### src/rtl/pipelined_adder_pkg.sv
// -----------------------------------------------------------------------------
// pipelined_adder_pkg
// Shared definitions for the pipelined adder/subtractor:
//   flags_t     : flag bit order {zero, ovf, cout} used by the flags register
//                 and by the downstream flags path.
//   slice_w     : bits handled per pipeline stage (WIDTH / STAGES).
//   full_adder  : one full-adder cell, returns {carry_out, sum}.
// -----------------------------------------------------------------------------
package pipelined_adder_pkg;

    typedef struct packed {
        logic zero;
        logic ovf;
        logic cout;
    } flags_t;

    function automatic int slice_w(input int width, input int stages);
        return width / stages;
    endfunction

    function automatic logic [1:0] full_adder(input logic a, input logic b, input logic c);
        return {(a & b) | (c & (a ^ b)), a ^ b ^ c};
    endfunction

endpackage

### src/rtl/pipelined_adder_if.sv
// -----------------------------------------------------------------------------
// pipelined_adder_if
// Operand/result bus of the pipelined adder with valid/ready on both sides.
//   master : producer of operands and consumer of results (e.g. execute stage)
//   slave  : the adder itself
// Signals: in_valid/in_ready, a, b, cin, sub (operand side)
//          out_valid/out_ready, sum, cout, ovf, zero (result side)
// -----------------------------------------------------------------------------
interface pipelined_adder_if #(
    parameter int WIDTH = 16
);
    logic             in_valid;
    logic             in_ready;
    logic [WIDTH-1:0] a;
    logic [WIDTH-1:0] b;
    logic             cin;
    logic             sub;
    logic             out_valid;
    logic             out_ready;
    logic [WIDTH-1:0] sum;
    logic             cout;
    logic             ovf;
    logic             zero;

    modport master (
        output in_valid, a, b, cin, sub, out_ready,
        input  in_ready, out_valid, sum, cout, ovf, zero
    );

    modport slave (
        input  in_valid, a, b, cin, sub, out_ready,
        output in_ready, out_valid, sum, cout, ovf, zero
    );

endinterface

### src/rtl/pipelined_adder_slice.sv
// -----------------------------------------------------------------------------
// pipelined_adder_slice
// Purely combinational W-bit ripple of full-adder cells.
// Ports:
//   a, b      : W-bit slice operands (b already inverted for subtract)
//   cin       : carry into bit 0
//   s         : W-bit slice sum
//   cout      : carry out of bit W-1
//   c_msb_in  : carry into bit W-1 (overflow = c_msb_in ^ cout on the top slice)
// -----------------------------------------------------------------------------
module pipelined_adder_slice
    import pipelined_adder_pkg::*;
#(
    parameter int W = 4
) (
    input  logic [W-1:0] a,
    input  logic [W-1:0] b,
    input  logic         cin,
    output logic [W-1:0] s,
    output logic         cout,
    output logic         c_msb_in
);

    logic [W:0] c;

    // NOTE: every variable written here gets a default first, so no path
    // through the block leaves it unassigned and no latch is inferred.
    always_comb begin
        c    = '0;
        s    = '0;
        c[0] = cin;
        for (int i = 0; i < W; i++) begin
            {c[i+1], s[i]} = full_adder(a[i], b[i], c[i]);
        end
    end

    assign cout     = c[W];
    assign c_msb_in = c[W-1];

endmodule

### src/rtl/pipelined_adder.sv
// -----------------------------------------------------------------------------
// pipelined_adder
// WIDTH-bit adder/subtractor split into STAGES equal slices. Stage k adds bits
// [k*S +: S] using the carry registered by stage k-1; untouched upper operand
// bits travel forward with the op and finished lower sum bits are carried
// along, so the last stage register holds the complete result and flags.
// One op per cycle; the whole pipe holds when the result is not taken.
// Ports:
//   clk, rst_n : clock, asynchronous active-low reset
//   bus        : pipelined_adder_if.slave (operands in, result + flags out)
// -----------------------------------------------------------------------------
module pipelined_adder
    import pipelined_adder_pkg::*;
#(
    parameter int WIDTH  = 16,
    parameter int STAGES = 4
) (
    input logic               clk,
    input logic               rst_n,
    pipelined_adder_if.slave  bus
);

    if (STAGES < 1 || STAGES > WIDTH || (WIDTH % STAGES) != 0) begin : g_bad_params
        $error("pipelined_adder: WIDTH must be divisible by STAGES, 1 <= STAGES <= WIDTH");
    end

    localparam int S    = slice_w(WIDTH, STAGES);
    localparam int LAST = STAGES - 1;

    // Stage inputs (combinational) and stage registers.
    logic [WIDTH-1:0] a_in   [STAGES];
    logic [WIDTH-1:0] b_in   [STAGES];
    logic [WIDTH-1:0] s_in   [STAGES];
    logic             c_in   [STAGES];
    logic             v_in   [STAGES];
    logic [WIDTH-1:0] s_next [STAGES];

    logic [WIDTH-1:0] a_q [STAGES];
    logic [WIDTH-1:0] b_q [STAGES];
    logic [WIDTH-1:0] s_q [STAGES];
    logic             c_q [STAGES];
    logic             v_q [STAGES];
    flags_t           flags_q;

    logic [S-1:0]     slice_s [STAGES];
    logic             c_out   [STAGES];
    logic             c_msb   [STAGES];

    logic adv;

    // Single global advance: the pipe moves only if the output slot is free
    // or being drained, so in_ready never looks at in_valid.
    assign adv          = ~v_q[LAST] | bus.out_ready;
    assign bus.in_ready = adv;

    // Stage 0 takes the bus; later stages take the previous stage register.
    always_comb begin
        a_in[0] = bus.a;
        b_in[0] = bus.sub ? ~bus.b : bus.b;
        c_in[0] = bus.cin;
        s_in[0] = '0;
        v_in[0] = bus.in_valid;
        for (int k = 1; k < STAGES; k++) begin
            a_in[k] = a_q[k-1];
            b_in[k] = b_q[k-1];
            c_in[k] = c_q[k-1];
            s_in[k] = s_q[k-1];
            v_in[k] = v_q[k-1];
        end
    end

    for (genvar k = 0; k < STAGES; k++) begin : g_stage
        pipelined_adder_slice #(.W(S)) u_slice (
            .a        (a_in[k][k*S +: S]),
            .b        (b_in[k][k*S +: S]),
            .cin      (c_in[k]),
            .s        (slice_s[k]),
            .cout     (c_out[k]),
            .c_msb_in (c_msb[k])
        );
    end

    // Merge this stage's slice into the partial sum carried from below.
    always_comb begin
        for (int k = 0; k < STAGES; k++) begin
            s_next[k]             = s_in[k];
            s_next[k][k*S +: S]   = slice_s[k];
        end
    end

    // NOTE: sequential state uses non-blocking assignments so every register
    // samples the pre-edge value of its neighbour, giving a true shift.
    always_ff @(posedge clk or negedge rst_n) begin
        if (!rst_n) begin
            for (int k = 0; k < STAGES; k++) v_q[k] <= 1'b0;
        end else if (adv) begin
            for (int k = 0; k < STAGES; k++) v_q[k] <= v_in[k];
        end
    end

    // NOTE: data registers are deliberately not reset; only the valid bits
    // are, and the outputs are gated by out_valid, so stale data is never seen.
    always_ff @(posedge clk) begin
        if (adv) begin
            for (int k = 0; k < STAGES; k++) begin
                a_q[k] <= a_in[k];
                b_q[k] <= b_in[k];
                s_q[k] <= s_next[k];
                c_q[k] <= c_out[k];
            end
            // Overflow: carry into the MSB differs from carry out of it.
            flags_q <= '{zero: ~|s_next[LAST],
                         ovf:  c_out[LAST] ^ c_msb[LAST],
                         cout: c_out[LAST]};
        end
    end

    assign bus.out_valid = v_q[LAST];
    assign bus.sum       = v_q[LAST] ? s_q[LAST] : '0;
    assign bus.cout      = v_q[LAST] & flags_q.cout;
    assign bus.ovf       = v_q[LAST] & flags_q.ovf;
    assign bus.zero      = v_q[LAST] & flags_q.zero;

endmodule

### src/flat_wrapper.sv
// flat-port wrapper written by rule: the top's interface ports become plain ports
module pipelined_adder_flat import pipelined_adder_pkg::*;
#(
    parameter int WIDTH  = 16,
    parameter int STAGES = 4
)
  (clk, rst_n, bus_in_valid, bus_a, bus_b, bus_cin, bus_sub, bus_out_ready, bus_in_ready, bus_out_valid, bus_sum, bus_cout, bus_ovf, bus_zero);
  pipelined_adder_if #(.WIDTH(WIDTH)) bus_i ();
  input logic clk;
  input logic rst_n;
  input wire logic [$bits(bus_i.in_valid)-1:0] bus_in_valid;
  input wire logic [$bits(bus_i.a)-1:0] bus_a;
  input wire logic [$bits(bus_i.b)-1:0] bus_b;
  input wire logic [$bits(bus_i.cin)-1:0] bus_cin;
  input wire logic [$bits(bus_i.sub)-1:0] bus_sub;
  input wire logic [$bits(bus_i.out_ready)-1:0] bus_out_ready;
  output wire logic [$bits(bus_i.in_ready)-1:0] bus_in_ready;
  output wire logic [$bits(bus_i.out_valid)-1:0] bus_out_valid;
  output wire logic [$bits(bus_i.sum)-1:0] bus_sum;
  output wire logic [$bits(bus_i.cout)-1:0] bus_cout;
  output wire logic [$bits(bus_i.ovf)-1:0] bus_ovf;
  output wire logic [$bits(bus_i.zero)-1:0] bus_zero;
  assign bus_i.in_valid = bus_in_valid;
  assign bus_i.a = bus_a;
  assign bus_i.b = bus_b;
  assign bus_i.cin = bus_cin;
  assign bus_i.sub = bus_sub;
  assign bus_i.out_ready = bus_out_ready;
  assign bus_in_ready = bus_i.in_ready;
  assign bus_out_valid = bus_i.out_valid;
  assign bus_sum = bus_i.sum;
  assign bus_cout = bus_i.cout;
  assign bus_ovf = bus_i.ovf;
  assign bus_zero = bus_i.zero;
  pipelined_adder #(.WIDTH(WIDTH), .STAGES(STAGES)) u_core (.clk(clk), .rst_n(rst_n), .bus(bus_i));
endmodule
### config.mk
export PLATFORM = sky130hd
export DESIGN_NAME = pipelined_adder_flat
export DESIGN_NICKNAME = d
export VERILOG_FILES = /design/src/rtl/pipelined_adder_pkg.sv /design/src/rtl/pipelined_adder_if.sv /design/src/rtl/pipelined_adder_slice.sv /design/src/rtl/pipelined_adder.sv /design/src/flat_wrapper.sv
export SDC_FILE = /design/constraint.sdc
export NUM_CORES = 1
export LEC_CHECK = 0
export ABC_AREA = 1
export CORE_UTILIZATION = 30
export CTS_BUF_LIST = sky130_fd_sc_hd__clkbuf_4
export DETAILED_ROUTE_END_ITERATION = 16
export PLACE_DENSITY_LB_ADDON = 0.2
export SYNTH_ARGS = -nofsm -noshare
export SYNTH_HDL_FRONTEND = slang
export SYNTH_SLANG_ARGS = --single-unit
### constraint.sdc
create_clock -name clk -period 4.4 [get_ports clk]
set_input_delay 0.66 -clock clk [delete_from_list [all_inputs] [get_ports clk]]
set_output_delay 0.66 -clock clk [all_outputs]
set_load 0.02 [all_outputs]
==> metrics, run 1 <==
critical-path maximum fanout=28; Root Driver=clkbuf_4; cts repair resizes=0; Post-synth EDFFs=94; Final Setup Violations=0; syn_area_per_cell=15.5 µm²; # rows=41; final total power=3000 µW; First-pass DRT Iterations=4; Reg area=2920 µm²; antenna cells=0; ys flop type=edfxtp_1; Critical Path AT=2310 ps; RePlAce Congestion=0.698; maximum clock rate=337 MHz; Congestion Overflow GR=0; area leader, netlist=edfxtp_1; post-route ant nets=0; Critical Path Start Type=flop; unrepaired setup endpoints after global routing=no; Hold Path Class=input port to asynchronous set/reset pin; mean routed wirelength per cell=around 10 µm; cell area power density=625 nW/µm²; Mapped Area=approximately 3900 µm²; status=complete, no violations; share of the yosys chip area belonging to registers=0.755; global-route wire length before repair=8360 µm; CP Class=flop to primary output; placed insts=478; Die Wd=116 µm; largest cells by area after synthesis=edfxtp_1 (73%), fa_1 (8.3%), inv_1 (6.9%); final hold vios=0; minimum clock period=2970 ps; die area=13400 µm²; initial DRC count=between 80 and 90; CP peak stage delay=roughly 850 ps; fin crit share=0.674; Leak=0.00203 µW; CP Capture Type=primary output; TritonCTS clock tree=yes; final core utilization=0.380; dpl hpwl=3410 µm; Buf/Inv on CP=1; area of the multi-input gates=646 µm²; H-tree Lvls=3; Layout Cells excl Fill=493; largest net degree at the start of global routing=74; DR vias=1783; CP top delay family=flip-flops; Worst-Margin Slew=884 ps; core area=12600 µm²; Reg clk slew, reported paths=130 ps; setup TNS=0 ps; Syn Nets=304; FILL cells=1227; via/cell ratio=3.62; Hold WS=404 ps; nets=371; starting density of the core=0.307; Synth Instances=250; Layout area overhead=24.1%; headroom to the max-slew limit=0.411; Final Max Slew Viols=0; share of layout cells above drive strength 1=0.0561; Num CTS Buffers=9; most frequent cell after synthesis=edfxtp_1; Worst Clk Skew=9.12 ps; crit path cell chain=nand2_4 > clkdlybuf4s50_1; vias in the first global route=1817; Crit-path slowest cell=dfrtp_1; Synth Warn #=0; IO Port Bufs=58; Yosys cell types=13; Top Ports=59; Die Ht=116 µm; post-CTS setup buffer count=0; initial antenna violation count=0; total wire length=5050 µm; Maximum Capacitance Violations=0; Yosys top cell area share=0.730; clk buf depth=2; clock latency on the worst-skew pair=approximately 440 ps; # hold bufs at CTS=0; DR DRC count=0; Synth async-reset ratio=0.0408; CP Data Required Time=roughly 3700 ps; Post-synth top cells=edfxtp_1 (94), inv_1 (71), nand2_1 (36); maximum vdd ir drop=0.171 mV; global-route usage over all layers=0.0872; Num Clock Sinks=98; #FFs+latches synth=~100
==> per-stage QoR <==
stage / cell area [µm²] / worst slack, ps
2_1_floorplan: 3870 / 831
3_3_place_gp: 4650 / 1270
3_5_place_dp: 4650 / 1230
4_1_cts: 4800 / 1310
5_1_grt: 4800 / 1160
6_report: 4800 / 1430
==> flip-flops by register name, summed over array words and instances, names as in the netlist <==
| signal | flops |
|---|---|
| u_core.s_q | 40 |
| u_core.a_q | 24 |
| u_core.b_q | 24 |
| u_core.c_q | 3 |
| u_core.flags_q | 3 |
| u_core.v_in | 3 |
| u_core.bus.out_valid | 1 |
==> worst paths after layout <==
path,start,to,slack [ps],cells past startpoint
hold / removal,rst_n,u_core.v_in[2],400,1
min in group clk,u_core.s_q[1][7],u_core.s_q[2][7],430,0
setup / recovery,u_core.bus.out_valid,bus_in_ready,1430,2
hold reg to reg,u_core.s_q[1][7],u_core.s_q[2][7],430,0
setup reg to reg,u_core.a_q[2][12],u_core.flags_q[2],1790,11
max in group asynchronous,rst_n,u_core.v_in[0],3820,1
==> per-layer routing <==
metal  GRT usage  part of all wire
met1       0.102              0.45
met3      0.0361             0.059
met2       0.133              0.46
met5           0                 0
met4      0.0545             0.031
==> layout make-up <==
| class | instances | share of cell area |
|---|---|---|
| sequential | 98 | 0.609 |
| multi-input combinational | 77 | 0.134 |
| timing repair buffer | 60 | 0.124 |
| inverter | 71 | 0.0555 |
| tap | 172 | 0.0448 |
| clock buffer | 12 | 0.0188 |
| clock inverter | 3 | 0.0136 |
==> where the power goes <==
part | internal [µW] | switching [µW]
clock | 247 | 270
combinational | 359 | 485
sequential | 1510 | 132
==> cells in the final DEF, fill, tap and decap left out, drive strengths merged <==
cell type and count:
buf 2, bufinv 2, clkbuf 12, clkdlybuf4s50 58, clkinv 1, dfrtp 4
edfxtp 94, fa 16, inv 71, nand2 36, nand3 2, nor2 5
o21ai 1, xnor2 3, xor2 14
==> cell families (layout without fill, tap and decap cells) <==
kind of cell | count (synthesis) | in the layout | synth area share
AOI/OAI and AO/OA | 1 | 1 | 0.00129
xor gates and xnor gates | 17 | 17 | 0.0385
adders and majority gates | 16 | 16 | 0.0828
buffers and inverters | 75 | 146 | 0.0796
DFF | 98 | 98 | 0.755
and+or+nand+nor | 43 | 43 | 0.0424
Power figures use the tool's default switching activity.
==> run 2: changes to the inputs <==
==> constraint.sdc (replaced) <==
create_clock -name clk -period 2.4 [get_ports clk]
set_input_delay 0.36 -clock clk [delete_from_list [all_inputs] [get_ports clk]]
set_output_delay 0.36 -clock clk [all_outputs]
set_load 0.02 [all_outputs]
==> run 2 against run 1 <==
  * First-iteration DRC count down 10%
  * Sequential share of layout area down 0.89 points
  * Sequential cell count unchanged
  * Total power up 86%
  * Register-to-register slack got worse by 1700 ps
  * Worst setup slack got worse by 1400 ps
  * Wire length rose by 2.4%
  * Combinational power rose by 98%
  * Clock-buffer cell count shrank 3
  * Hold slack worse by 300 ps
  * Critical endpoint is now u_core.flags_q[2]
==> metrics, run 2 (synthesized netlist as in run 1, its figures left out) <==
Setup WS pre-CTS=-413 ps; # hold bufs at CTS=0; headroom to the max-slew limit=0.653; Die Ht=116 µm; reg2reg start=u_core.c_q[2]; nets=375; total wire length=just over 5000 µm; CP Class=flop to flop; starting density of the core=0.307; Critical Path AT=2550 ps; commonest non-fill, non-tap cell in the layout=edfxtp_1; IO Port Bufs=58; dpl hpwl=3440 µm; TritonCTS clock tree=yes; Critical Path Start=u_core.c_q[2]; CP Data Required Time=2620 ps; mean routed wirelength per cell=~10 µm; Layout Cells excl Fill=498; vias in the first global route=1845; DR DRC count=0; most frequent cells in the layout=edfxtp_1 (94), inv_1 (67), clkdlybuf4s50_1 (58); H-tree Lvls=3; Leak=around 0.0020 µW; Die Wd=about 120 µm; Hold Path Class=input port to asynchronous set/reset pin; Worst Clk Skew=roughly 17 ps; worst reg2reg setup slack=70 ps; fin crit share=0.971; status=complete, no violations; critical-path maximum fanout=2; core area=12600 µm²; global-route wire length before repair=about 8500 µm; biggest registers after layout=u_core.s_q x40, u_core.a_q x24, u_core.b_q x24; final total power=5590 µW; Root Driver=clkbuf_4; RePlAce Congestion=0.649; max reg flops=40; maximum clock rate=429 MHz; Maximum Capacitance Violations=0; CP Capture Type=flop; final hold vios=0; unrepaired setup endpoints after global routing=yes; Layout area overhead=25.9%; initial antenna violation count=0; Congestion Overflow GR=0; # rows=41; FILL cells=1243; Final Max Slew Viols=0; post-route ant nets=0; fin worst setup slack=around 70 ps; final core utilization=0.386; global-route usage over all layers=0.0879; R2R Path End=u_core.flags_q[2]; Critical Path Start Type=flop; Reg clk slew, reported paths=150 ps; maximum vdd ir drop=~0.31 mV; Most flops, register=u_core.s_q; worst reg-to-reg path cell count=11; clock latency on the worst-skew pair=between 400 and 500 ps; CP Capture Point=u_core.flags_q[2]; Top Ports=59; largest net degree at the start of global routing=100; DR vias=1789; Num CTS Buffers=9; die area=13400 µm²; share of layout cells above drive strength 1=0.104; initial DRC count=79; Num Clock Sinks=98; Worst-Margin Slew=520 ps; minimum clock period=2330 ps; antenna cells=0; cell area power density=1150 nW/µm²; via/cell ratio=3.59; First-pass DRT Iterations=4; clk buf depth=2; placed insts=481; Final Setup Violations=0
==> run 2: cell count changes in the layout (fill, tap and decap cells not counted) <==
cell,before,now
fa_1,16,10
fa_2,0,6
clkinv_2,1,2
clkbuf_4,12,9
inv_2,0,4
buf_12,0,1
clkinv_4,0,1
inv_1,71,67
xor2_1,14,13
clkinvlp_4,0,2
xor2_2,0,1
buf_4,2,5
==> run 2: worst min path at each step <==
stage               slack (ps)         startpoint              endpoint  cells past startpoint
global placement           400   u_core.s_q[1][6]      u_core.s_q[2][6]                      0
finish                     110              rst_n  u_core.bus.out_valid                      1
global route                60              rst_n        u_core.v_in[2]                      1
CTS                         70              rst_n        u_core.v_in[2]                      1
floorplan                   60              rst_n  u_core.bus.out_valid                      0
detailed placement         400  u_core.b_q[1][12]     u_core.b_q[2][12]                      0
==> run 2: power breakdown <==
group | total, µW | switching [µW] | internal (µW)
Sequential | 2960 | 203 | 2760
Clock | 956 | 536 | 420
Combinational | 1670 | 948 | 726
==> run 2: final cells by class <==
| class | instances | area [µm²] | share of cell area |
|---|---|---|---|
| Timing Repair Buffer | 64 | 638 | 0.131 |
| Clock buffer | 9 | 67.6 | 0.0139 |
| Clock inverter | 7 | 93.8 | 0.0193 |
| Multi-Input combinational cell | 77 | 668 | 0.137 |
| Tap cell | 172 | 215 | 0.0442 |
| Sequential cell | 98 | 2920 | 0.600 |
| Inverter | 71 | 267 | 0.0547 |
==> run 2: critical path, cell delays in order (launching register included) <==
cell and delay [ps]:
edfxtp_1 410, inv_2 70, fa_2 200, inv_2 40
fa_2 330, fa_2 360, inv_2 60, fa_1 420
nand2_1 70, nor2_1 40, nand2_1 60, nor2_1 40
==> run 2: stage by stage <==
stage               hold slack (ps)  TNS [ps]  instance area [µm²]
finish                          105         0                 4870
global route                   60.4     -66.7                 4870
CTS                            72.7         0                 4870
detailed placement              405      -865                 4700
global placement                401      -623                 4700
floorplan                      64.4         0                 3890
==> run 2: metal layers <==
layer	share of wire	GRT usage
met1	0.44	0.102
met2	0.48	0.137
met3	0.058	0.0340
met4	0.027	0.0545
met5	0	0
==> run 2: timing repair <==
item / CTS / global route
pin swaps: 5 / 0
endpoints found under the setup margin: 1 / 1
setup buffers: 1 / 0
gates resized for setup: 5 / 1
